==> config.mk <==
export PLATFORM = sky130hd
export DESIGN_NAME = bp_fe_bht_ctrl
export DESIGN_NICKNAME = d
export VERILOG_FILES = /design/src/rtl/bp_fe_bht_ctrl.sv
export SDC_FILE = /design/constraint.sdc
export NUM_CORES = 1
export LEC_CHECK = 0
export CAP_MARGIN = 20
export CORE_MARGIN = 2
export CORE_UTILIZATION = 56
export CTS_BUF_LIST = sky130_fd_sc_hd__clkbuf_2 sky130_fd_sc_hd__clkbuf_4 sky130_fd_sc_hd__clkbuf_8
export DETAILED_ROUTE_END_ITERATION = 8
export GPL_ROUTABILITY_DRIVEN = 0
export PLACE_DENSITY = 0.95
export SLEW_MARGIN = 20
export SYNTH_ARGS = -nofsm -noshare
export SYNTH_HDL_FRONTEND = slang
export SYNTH_SLANG_ARGS = --single-unit
==> constraint.sdc <==
create_clock -name clk_i -period 5.15 [get_ports clk_i]
set_clock_uncertainty 0.1 [all_clocks]
set_input_delay 0.515 -clock clk_i [delete_from_list [all_inputs] [get_ports clk_i]]
set_output_delay 0.515 -clock clk_i [all_outputs]
set_load 0.02 [all_outputs]
==> src/rtl/bp_fe_bht_ctrl.sv <==
// Single-port BHT access controller: buffers branch updates in a FIFO,
// arbitrates them against prediction reads, and sequences table clear sweeps.
module bp_fe_bht_ctrl #(
    parameter int unsigned bht_idx_width_p = 8,
    parameter int unsigned upd_fifo_els_p  = 4,
    parameter int unsigned max_starve_p    = 8
) (
    input  logic                       clk_i,
    input  logic                       reset_i,
    input  logic                       flush_i,
    output logic                       busy_o,
    input  logic                       r_v_i,
    input  logic [bht_idx_width_p-1:0] r_idx_i,
    output logic                       r_ready_o,
    input  logic                       w_v_i,
    input  logic [bht_idx_width_p-1:0] w_idx_i,
    input  logic                       w_correct_i,
    output logic                       w_ready_o,
    output logic                       bht_r_v_o,
    output logic [bht_idx_width_p-1:0] bht_idx_r_o,
    output logic                       bht_w_v_o,
    output logic [bht_idx_width_p-1:0] bht_idx_w_o,
    output logic                       bht_correct_o,
    output logic                       bht_clr_v_o,
    output logic [bht_idx_width_p-1:0] bht_clr_idx_o
);

    localparam int unsigned ptr_w_lp    = $clog2(upd_fifo_els_p);
    localparam int unsigned starve_w_lp = $clog2(max_starve_p + 1);
    localparam logic [ptr_w_lp:0]      full_cnt_lp   = (ptr_w_lp + 1)'(upd_fifo_els_p);
    localparam logic [starve_w_lp-1:0] starve_max_lp = starve_w_lp'(max_starve_p);

    typedef enum logic {INIT, RUN} state_e;

    state_e                       state_q, state_d;
    logic [bht_idx_width_p-1:0]   sweep_q, sweep_d;
    logic [ptr_w_lp-1:0]          rptr_q, rptr_d, wptr_q, wptr_d;
    logic [ptr_w_lp:0]            count_q, count_d;
    logic [starve_w_lp-1:0]       starve_q, starve_d;
    logic [bht_idx_width_p:0]     mem_q [upd_fifo_els_p];
    logic [bht_idx_width_p:0]     mem_d [upd_fifo_els_p];

    logic full, empty, enq, write_sel;

    assign full          = (count_q == full_cnt_lp);
    assign empty         = (count_q == '0);
    assign busy_o        = reset_i | (state_q == INIT);
    assign bht_idx_r_o   = r_idx_i;
    assign bht_clr_idx_o = sweep_q;
    assign bht_idx_w_o   = mem_q[rptr_q][bht_idx_width_p:1];
    assign bht_correct_o = mem_q[rptr_q][0];

    always_comb begin
        state_d     = state_q;
        sweep_d     = sweep_q;
        rptr_d      = rptr_q;
        wptr_d      = wptr_q;
        count_d     = count_q;
        starve_d    = starve_q;
        mem_d       = mem_q;
        enq         = 1'b0;
        write_sel   = 1'b0;
        r_ready_o   = 1'b0;
        w_ready_o   = 1'b0;
        bht_r_v_o   = 1'b0;
        bht_w_v_o   = 1'b0;
        bht_clr_v_o = 1'b0;

        case (state_q)
            INIT: begin
                bht_clr_v_o = 1'b1;
                starve_d    = '0;
                if (flush_i) begin
                    sweep_d = '0;
                end else begin
                    sweep_d = sweep_q + 1'b1;
                    if (sweep_q == '1) state_d = RUN;
                end
            end
            RUN: begin
                if (flush_i) begin
                    state_d  = INIT;
                    sweep_d  = '0;
                    rptr_d   = '0;
                    wptr_d   = '0;
                    count_d  = '0;
                    starve_d = '0;
                end else begin
                    w_ready_o = ~full;
                    enq       = w_v_i & ~full;
                    write_sel = ~empty & (~r_v_i | full | (starve_q == starve_max_lp));
                    if (enq) begin
                        mem_d[wptr_q] = {w_idx_i, w_correct_i};
                        wptr_d        = wptr_q + 1'b1;
                    end
                    if (write_sel) begin
                        bht_w_v_o = 1'b1;
                        rptr_d    = rptr_q + 1'b1;
                    end else begin
                        r_ready_o = 1'b1;
                        bht_r_v_o = r_v_i;
                    end
                    // Occupancy seen by w_ready_o is registered, so a dequeue never frees a slot for this cycle's enqueue.
                    if (enq && !write_sel)      count_d = count_q + 1'b1;
                    else if (!enq && write_sel) count_d = count_q - 1'b1;
                    if (write_sel || empty)     starve_d = '0;
                    else if (starve_q != starve_max_lp) starve_d = starve_q + 1'b1;
                end
            end
            default: state_d = INIT;
        endcase

        if (reset_i) begin
            r_ready_o   = 1'b0;
            w_ready_o   = 1'b0;
            bht_r_v_o   = 1'b0;
            bht_w_v_o   = 1'b0;
            bht_clr_v_o = 1'b0;
        end
    end

    always_ff @(posedge clk_i) begin
        if (reset_i) begin
            state_q  <= INIT;
            sweep_q  <= '0;
            rptr_q   <= '0;
            wptr_q   <= '0;
            count_q  <= '0;
            starve_q <= '0;
        end else begin
            state_q  <= state_d;
            sweep_q  <= sweep_d;
            rptr_q   <= rptr_d;
            wptr_q   <= wptr_d;
            count_q  <= count_d;
            starve_q <= starve_d;
        end
    end

    always_ff @(posedge clk_i) begin
        mem_q <= mem_d;
    end

endmodule

==> results.cfg <==
[place]
place_ws_ns = 2.14
hpwl_mm = 3.13
placed_area_sq_um = 2820
numPortBuffers = 36

[power_and_ir_drop]
power.density_nw_per_um2 = 253
p_leak_nw = 0.933
finalPower_w = 0.000736
irDropWorstVdd_mv = 0.121

[yosys]
yosysSeqAreaShare = 0.594
synth-edff-count = 36
syn_nets = 223
netlist_instances = 193
post_synth_num_cell_types = 45
synth-seq-cells = 56
ys_warn_count = 0
avgSynthCellArea_sq_um = 12.9
synth_top_flop_cell = edfxtp_1
ys_async_sr_fraction = 0
netlist_area_sq_um = 2490

[sta]
finalSetupTns_ns = 0
final_hold_viol_count = 0
min_period_over_period = 0.587
period_minus_slack_ns = 3.02
setup_ws_ns = 2.13
slew_viol_final = 0
worstMarginPinSlew_ns = 0.727
hold-worst-slack_ns = 0.384
setup_violations = 0
rsz0062_at_grt = no
slew_headroom = 0.515
max_freq_ghz = 0.331

[clocking]
htree_levels = 2
cts_resized = 0
cts_buffers = 5
post-cts-setup-buffers = 0
path_clk_slew_ns = 0.09
cts.sinks = 56
cts_root_buffer = clkbuf_8
clk_path_buf_depth = 2
hold_buffers = 0
cts_tree = yes
clock_latency_ns = 0.31

[worst_hold_path]
min_path_cells = 1
hold-path-endpoint = starve_q[0]
hp-class = reg2reg
holdCritStartpoint = starve_q[0]

[die]
ios = 53
initial_core_util = 0.577
die_w_microns = 70.7
floorplan.die_area_sq_um = 5000
die_h_microns = 70.7
rows = 24
core_area_sq_um = 4320

[grt]
antenna_found_initial = 0
grt_pass1_vias = 1570
grt_max_degree = 19
track_usage = 0.193
grt_pass1_wl_mm = 7.47
globalRouteOverflowTotal = 0

[detailed_routing]
detail_route.wl_per_cell_microns = 16.0
first_iter_violations = 120
dr.pass1.iters = 4
finalWirelength_mm = 4.39
drcViolationCount = 0
drt-vias-per-instance = 5.76
ant_nets = 0
vias = 1578

[setup_path]
r2r_cells = 9
cp.required_ns = 4.53
r2r_end = count_q[2]
worstSetupStartpointType = input port
reg2reg_slack_ns = 2.79
path_max_fanout = 9
path_cells = clkdlybuf4s50_1 > nor3b_1 > and3_1 > clkdlybuf4s50_1
cp_slowest_cell = clkdlybuf4s50_1
crit_top_cell = clkdlybuf4s50_1
rr_startpoint = starve_q[0]
crit_type = in2out
arrival_ns = 2.41
cp_slowest_stage_delay_ns = 0.60
end_kind = primary output

[final_layout]
final_layout_size_suffix_gt1_frac = 0.0856
areaGrowthSynthToFinish_pct = 16.7
num-nets-final = 251
num_antenna_cells = 0
final_cell_area_sq_um = 2910

[run]
cap_violations = 0

[status]
outcome = finished clean
-- worst max-delay path: cells and delay by family --
kind                   cells  cell delay [ns]
buffers and inverters      2             1.17
and+or+nand+nor            2             0.73
-- through the flow --
stage,instances,util
after floorplan,193,-
after global placement,266,0.652
after detailed placement,266,0.652
after CTS,274,0.673
after global routing,274,0.673
final,274,0.673
-- Yosys cell counts, types with 2 or more instances --
library cell	instances	share of area
nand4_1	3	0.0075
and2_1	5	0.013
nor3b_1	2	0.0060
inv_1	10	0.015
nor3_1	2	0.0040
or3_1	4	0.010
clkbuf_1	2	0.0030
nor2b_1	3	0.0075
ha_1	7	0.035
nand3_1	5	0.010
nand2_1	7	0.011
o22ai_1	2	0.0050
or3b_1	2	0.0070
a21oi_1	9	0.018
dfxtp_1	20	0.16
xor2_1	4	0.014
mux4_2	9	0.081
edfxtp_1	36	0.43
o21ai_0	6	0.012
and3_1	2	0.0050
buf_4	8	0.024
buf_2	4	0.0080
nor2_1	16	0.024
nand4b_1	2	0.0070
xnor2_1	3	0.011
-- cell type report --
cell class / instances / area [sq um]
inverters: 11 / 41.3
flip-flops and latches: 56 / 1480
well taps: 52 / 65.1
clock buffers: 5 / 68.8
fillers: 335 / 1410
clock inverters: 3 / 21.3
multi-input cells: 111 / 873
repair buffers: 36 / 360
-- layout by cell type (no fill, tap or decap), drive strengths merged, types with 4 or more instances in the layout --
cell type	Yosys	routed
xor2	4	4
nor2	16	16
nand3	5	5
clkbuf	2	5
nand2	7	7
clkdlybuf4s50	0	36
edfxtp	36	36
or3	4	4
mux4	9	9
inv	11	12
and2	5	5
a21oi	9	9
dfxtp	20	20
o21ai	7	7
ha	7	7
-- where the power goes --
group / switching [W] / internal [W]
clock: 0.000135 / 0.0000966
sequential: 0.000000992 / 0.000477
combinational: 0.0000130 / 0.0000134
-- flip-flops by register name (all words and copies together), names as in the netlist --
register and cells:
mem_q 36, bht_clr_idx_o 8, starve_q 4, count_q 3, rptr_q 2, wptr_q 2
state_q 1
-- worst max path at each step --
| stage | endpoint | cells after the start | start |
|---|---|---|---|
| floorplan | count_q[2] | 9 | starve_q[0] |
| global placement | bht_r_v_o | 4 | reset_i |
| detailed placement | bht_r_v_o | 4 | reset_i |
| CTS | bht_r_v_o | 4 | reset_i |
| global route | bht_r_v_o | 4 | reset_i |
| finish | bht_r_v_o | 4 | reset_i |
-- cell families after synthesis --
| logic type | synth area share |
|---|---|
| multiplexers | 0.0853 |
| adder cells (fa/ha/maj) | 0.0431 |
| flip-flops | 0.594 |
| buffers and inverters | 0.0562 |
| XOR/XNOR | 0.0246 |
| AND/OR/NAND/NOR | 0.131 |
| AO/OA/AOI/OAI | 0.0657 |
-- routing by layer --
layer / track usage / routed length, microns / vias to the layer above
met2: 0.334 / 2260 / 51
met4: 0.0608 / 62 / 0
li1: - / - / 756
met3: 0.0541 / 229 / 6
met5: 0 / 0 / -
met1: 0.235 / 1840 / 765
Power figures use the tool's default switching activity.
